$ cat src/rtl/wr_pointer_full.sv
// Write-side pointers and full/almost-full/level flags for a dual-clock FIFO. Flags are registered and include a write on its own edge; read-pointer changes reach them 2 edges after capture.
// Writes are blocked while full (wr_fire=0). Define WR_PTR_OVF_EN to enable the sticky write-while-full overflow flag.
module wr_pointer_full #(
  parameter int SIZE         = 8,
  parameter int AFULL_THRESH = (1 << SIZE) - 2
) (
  input  logic            wclk,
  input  logic            wr_arstn,
  input  logic            wr_en,
  input  logic [SIZE:0]   rd_ptr_gray,
  input  logic            ovf_clr,
  output logic            wr_fire,
  output logic [SIZE-1:0] wr_addr,
  output logic [SIZE:0]   wr_ptr,
  output logic [SIZE:0]   wr_ptr_gray,
  output logic            full,
  output logic            almost_full,
  output logic [SIZE:0]   wr_level,
  output logic            overflow
);

  localparam logic [SIZE:0] AF_TH = (SIZE+1)'(AFULL_THRESH);

  logic [SIZE:0] rsync1;
  logic [SIZE:0] rsync2;
  logic [SIZE:0] rbin;
  logic [SIZE:0] wbin_nxt;
  logic [SIZE:0] wgray_nxt;
  logic [SIZE:0] level_nxt;
  logic          full_nxt;
  logic          afull_nxt;

  // Reset gates the enable so nothing reaches the RAM while the domain is held.
  assign wr_fire = wr_en & ~full & wr_arstn;
  assign wr_addr = wr_ptr[SIZE-1:0];

  assign wbin_nxt  = wr_ptr + {{SIZE{1'b0}}, wr_fire};
  assign wgray_nxt = wbin_nxt ^ (wbin_nxt >> 1);

  always_comb begin
    rbin = '0;
    for (int i = 0; i <= SIZE; i++) begin
      rbin[i] = ^(rsync2 >> i);
    end
  end

  // Full when the write pointer has lapped the read pointer: top two Gray bits inverted.
  assign full_nxt  = (wgray_nxt == {~rsync2[SIZE:SIZE-1], rsync2[SIZE-2:0]});
  assign level_nxt = wbin_nxt - rbin;
  assign afull_nxt = (level_nxt >= AF_TH);

  always_ff @(posedge wclk or negedge wr_arstn) begin
    if (!wr_arstn) begin
      rsync1 <= '0;
      rsync2 <= '0;
    end else begin
      rsync1 <= rd_ptr_gray;
      rsync2 <= rsync1;
    end
  end

  always_ff @(posedge wclk or negedge wr_arstn) begin
    if (!wr_arstn) begin
      wr_ptr      <= '0;
      wr_ptr_gray <= '0;
      full        <= 1'b0;
      almost_full <= 1'b0;
      wr_level    <= '0;
    end else begin
      wr_ptr      <= wbin_nxt;
      wr_ptr_gray <= wgray_nxt;
      full        <= full_nxt;
      almost_full <= afull_nxt;
      wr_level    <= level_nxt;
    end
  end

`ifdef WR_PTR_OVF_EN
  always_ff @(posedge wclk or negedge wr_arstn) begin
    if (!wr_arstn) begin
      overflow <= 1'b0;
    end else if (wr_en && full) begin
      overflow <= 1'b1;
    end else if (ovf_clr) begin
      overflow <= 1'b0;
    end
  end
`else
  logic unused_ovf_clr;
  assign unused_ovf_clr = ovf_clr;
  assign overflow       = 1'b0;
`endif

endmodule

$ cat config.mk
export PLATFORM = sky130hd
export DESIGN_NAME = wr_pointer_full
export DESIGN_NICKNAME = d
export VERILOG_FILES = /design/src/rtl/wr_pointer_full.sv
export SDC_FILE = /design/constraint.sdc
export NUM_CORES = 1
export LEC_CHECK = 0
export ABC_AREA = 1
export CAP_MARGIN = 20
export CORE_UTILIZATION = 40
export DETAILED_ROUTE_END_ITERATION = 8
export GPL_ROUTABILITY_DRIVEN = 0
export HOLD_SLACK_MARGIN = 0.03
export PLACE_DENSITY = 0.64
export SYNTH_ARGS = -nofsm -noshare
export SYNTH_HDL_FRONTEND = slang
export SYNTH_SLANG_ARGS = --single-unit
$ cat constraint.sdc
create_clock -name wclk -period 3.6 [get_ports wclk]
set_clock_uncertainty 0.15 [all_clocks]
set_input_delay 0.72 -clock wclk [delete_from_list [all_inputs] [get_ports wclk]]
set_output_delay 0.72 -clock wclk [all_outputs]
set_load 0.05 [all_outputs]
Word level (Yosys, flattened, before mapping)
Cells that the tools add are included.
- register bits after elaboration: 47
- bits in latches: 0
- memory bits (writable): 0
- ROM bits: 0
- word-level logic and storage cells: 25
- memories: 0
- add/sub/neg operators: 2
- multiply operators: 0
- div/mod/pow operators: 0
- order comparisons: 1
- equal/unequal tests: 1
- shift operators: 0
- multiplexer cells: 0
- bitwise operators: 5
- reduce and logical (&&, ||, !) cells: 9
- operator list (operator ; number):
    9-bit XOR reduction ; 9
    9-bit by 1-bit adder with 9-bit output ; 1
    9-bit == test ; 1
    9-bit by 8-bit >= comparator with 1-bit output (second input constant) ; 1
    9-bit subtractor ; 1
    9-bit by 8-bit XOR with 9-bit output ; 1
    1-bit bitwise AND ; 2
    2-bit inverter ; 1
    1-bit inverter ; 1

Longest topological paths before layout
- word-level depth: 6
- mapped depth: 21
- mapped depth without buffers: 21

Least setup slack after synthesis
OpenSTA, ideal clock, no wires.
- path type: input-to-reg
- start: input wr_arstn
- end: register almost_full
- library setup time: 117 ps
- arrival time: 3376 ps
- setup slack: -43 ps
- stages: 20
- path buffers: 0
- cells stage by stage: nand2_1 nor2_1 ha_1 nand2_2 nor2_4 inv_2 nand2_1 inv_1 ha_1 a21oi_1 and2_1 inv_1 nand3_1 nand2_1 nand2_1 nand2_1 nand2_1 nand2_2 nand3_1 nand2_1
- cells in the longest elaborated chain, start to end: 4
- ends and longest elaborated chain (item ; RTL line ; RTL):
    start: declaration ; 8 ; input logic wr_arstn,
    1-bit bitwise AND ; 34 ; assign wr_fire = wr_en & ~full & wr_arstn;
    named net wr_fire ; 12 ; output logic wr_fire,
    9-bit by 1-bit adder with 9-bit output ; 37 ; assign wbin_nxt = wr_ptr + {{SIZE{1'b0}}, wr_fire};
    named net wbin_nxt[3] ; 27 ; logic [SIZE:0] wbin_nxt;
    9-bit subtractor ; 49 ; assign level_nxt = wbin_nxt - rbin;
    named net level_nxt[6] ; 29 ; logic [SIZE:0] level_nxt;
    9-bit by 8-bit >= comparator with 1-bit output ; 50 ; assign afull_nxt = (level_nxt >= AF_TH);
    named net afull_nxt ; 31 ; logic afull_nxt;
    end signal: assignment ; 73 ; almost_full <= afull_nxt;
    end: declaration ; 17 ; output logic almost_full,
The timed path passes the listed nets, and every way through them passes these cells.

Worst setup path after layout
- start: input wr_en
- end: register almost_full
- cells in the longest elaborated chain, start to end: 5
- ends and longest elaborated chain (item ; RTL line ; RTL):
    start: declaration ; 9 ; input logic wr_en,
    1-bit bitwise AND (2 in series) ; 34 ;
    9-bit by 1-bit adder with 9-bit output ; 37 ;
    named net wbin_nxt[3] ; 27 ;
    9-bit subtractor ; 49 ;
    named net level_nxt[6] ; 29 ;
    9-bit by 8-bit >= comparator with 1-bit output ; 50 ;
    named net afull_nxt ; 31 ;
The timed path passes the listed nets, and every way through them passes these cells.

==> flow_metrics.env <==
export IMPL_outcome="completed"
export IMPL_r2r_start="rsync2[7]"
export IMPL_first_pass_iters=4
export IMPL_clock_path_buffers=2
export IMPL_h_tree_depth=2
export IMPL_synthTopCellsByCount="46 x dfrtp_1, 46 x nand2_1, 40 x inv_1"
export IMPL_async_flop_share_pct=100
export IMPL_grt_max_degree=47
export IMPL_hold_path_cell_count=0
export IMPL_max_slew_worst_pin_slew_ns=0.555
export IMPL_cp_max_fo=6
export IMPL_synth_ff_type="dfrtp_1"
export IMPL_antenna_found_initial=0
export IMPL_cts_root_buf="clkbuf_8"
export IMPL_via_count=1623
export IMPL_final_cells=369
export IMPL_cts_sinks=46
export IMPL_viasPerCell=4.40
export IMPL_hp_start="rsync1[7]"
export IMPL_fp_dieArea_sq_mm=0.00612
export IMPL_rsz0062_at_grt="no"
export IMPL_synth_area_leaders="dfrtp_1 50%, nand2_1 7.4%, inv_1 6.5%"
export IMPL_drive_gt1_share_pct=14.8
export IMPL_grt_pass1_wl_um=6910
export IMPL_setup_viol=0
export IMPL_worstRegToRegCells=19
export IMPL_port_buffers=49
export IMPL_synth_edf_count=0
export IMPL_path_class="in -> reg"
export IMPL_cap_violations=0
export IMPL_synthCells=246
export IMPL_io_pins=52
export IMPL_cts_tree="built"
export IMPL_cts_hold_buf=0
export IMPL_synth_top_area_share_pct=49.5
export IMPL_crit_start="wr_en"
export IMPL_period_needed_ns=3.20
export IMPL_reg2reg_slack_ns=0.66
export IMPL_critPathCaptureType="flop"
export IMPL_drc_errors=0
export IMPL_start_util_pct=42.0
export IMPL_hold_viol_final=0
export IMPL_critPathRequiredTime_ns=3.64
export IMPL_yosysSeqAreaShare_pct=49.5
export IMPL_grt_pass1_vias=1572
export IMPL_syn2layout_area_growth_pct=29.0
export IMPL_core_area_sq_mm=0.00554
export IMPL_synth_nets=268
export IMPL_grt_ovfl_total=0
export IMPL_dp_hpwl_um=3180
export IMPL_cts_buffers=5
export IMPL_finalNetCount=318
export IMPL_slew_headroom_pct=63.0
export IMPL_placed_cells=361
export IMPL_drt_wirelength_per_cell_um=11.0
export IMPL_insertion_delay_ns=0.30
export IMPL_ant_nets=0
export IMPL_pre_cts_ws_ns=0.0757
export IMPL_post_cts_buffers=0
export IMPL_routed_wl_um=4060
export IMPL_fmax_ghz=0.313
export IMPL_hp_class="reg -> reg"
export IMPL_grt_total_usage_pct=14.9
export IMPL_fillers=501
export IMPL_num_rows=27
export IMPL_ys_seq_elements=46
export IMPL_diodes=0
export IMPL_r2r_end="almost_full"
export IMPL_yosysTopAreaCell="dfrtp_1"
export IMPL_yosys_warnings=0
export IMPL_syn_area_sq_mm=0.00232
export IMPL_clk_pin_slew_ns=0.08
export IMPL_cts_resized_gates=0
export IMPL_fp_dieH_um=78.2
export IMPL_setup_tns_ns=0
export IMPL_fin_crit_sh_pct=88.8
export IMPL_drv_slew=0
export IMPL_synth_cell_types=29
export IMPL_hold_path_endpoint="rsync2[7]"
export IMPL_cp_start_kind="input port"
export IMPL_synth_area_per_cell_sq_um=9.45
export IMPL_setup_slack_ns=0.403
export IMPL_die_x_um=78.2
export IMPL_cp_arrival_ns=3.24
export IMPL_initialDrtViolationCount=68
==> sequential cells by signal, indices dropped and copies added (netlist names) <==
signal	count
wr_level	9
rsync2	9
almost_full	1
wr_ptr	9
wr_ptr_gray	8
rsync1	9
full	1
==> routing by layer <==
metal | up-vias | GRT usage (%) | part of all wire (%)
li1 | 833 | - | -
met1 | 746 | 19.5 | 46
met2 | 38 | 23.5 | 47
met3 | 6 | 3.26 | 4.6
met4 | 0 | 6.67 | 1.9
met5 | - | 0 | 0
==> stage by stage <==
| stage | hold slack, ns | cell area [sq um] | utilization (%) |
|---|---|---|---|
| after floorplan | 0.181 | 2330 | - |
| after global placement | 0.183 | 2860 | 51.5 |
| after detailed placement | 0.185 | 2860 | 51.5 |
| after CTS | 0.204 | 3000 | 54.1 |
| after global routing | 0.211 | 3000 | 54.1 |
| final | 0.199 | 3000 | 54.1 |
==> placed cells by master, fill, tap and decap left out, types with 2 or more instances in the layout <==
cell             synthesis  routed
nand3_1                 15      15
nand3b_1                 3       3
nor2_2                   2       3
nor3_2                   2       2
nand3_2                  3       3
clkdlybuf4s50_1          0      47
buf_4                   10       5
inv_2                    2       2
nor2_1                   9       8
inv_1                   40      40
bufinv_16                0       2
xor2_1                  16      16
dfrtp_1                 46      46
xnor2_1                 12      12
clkbuf_8                 0       6
ha_1                     8       8
nand2_1                 46      46
nand2_2                 15      15
a21oi_1                  4       4
==> logic make-up after synthesis <==
| family | synth area share (%) |
|---|---|
| adders and majority gates | 5.17 |
| AOI/OAI and AO/OA | 2.10 |
| xor gates and xnor gates | 11.2 |
| other | 0.161 |
| buffers and inverters | 10.0 |
| DFF | 49.5 |
| and+or+nand+nor | 21.8 |
==> worst max path at each step <==
stage	slack [ns]	to
6_report	0.40	almost_full
5_1_grt	0.03	almost_full
4_1_cts	0.38	almost_full
3_5_place_dp	0.08	almost_full
3_3_place_gp	0.1	almost_full
2_1_floorplan	0.24	almost_full
==> worst max-delay path: stages <==
cell and delay [ns]:
clkdlybuf4s50_1 0.45, nand2_1 0.06, nor2_2 0.13, ha_1 0.18, nand2_2 0.08, nor2_4 0.20, inv_2 0.05, nand2_1 0.08
inv_1 0.07, ha_1 0.34, a21oi_1 0.15, and2_1 0.16, inv_1 0.06, nand3_1 0.09, nand2_1 0.06, nand2_1 0.07
nand2_1 0.05, nand2_1 0.06, nand2_2 0.05, nand3_1 0.07, nand2_1 0.05
==> layout make-up <==
class	count	area, sq um	area share (%)
repair buffers	53	513	17.1
inverters	42	158	5.26
clock buffers	6	82.6	2.75
flip-flops and latches	46	1150	38.4
multi-input cells	148	943	31.5
well taps	72	90.1	3.01
clock inverters	2	60.1	2.00
Power is left out: the tool's default activity adds up to more than one toggle a clock period on the data nets, which glitch-free logic cannot reach.
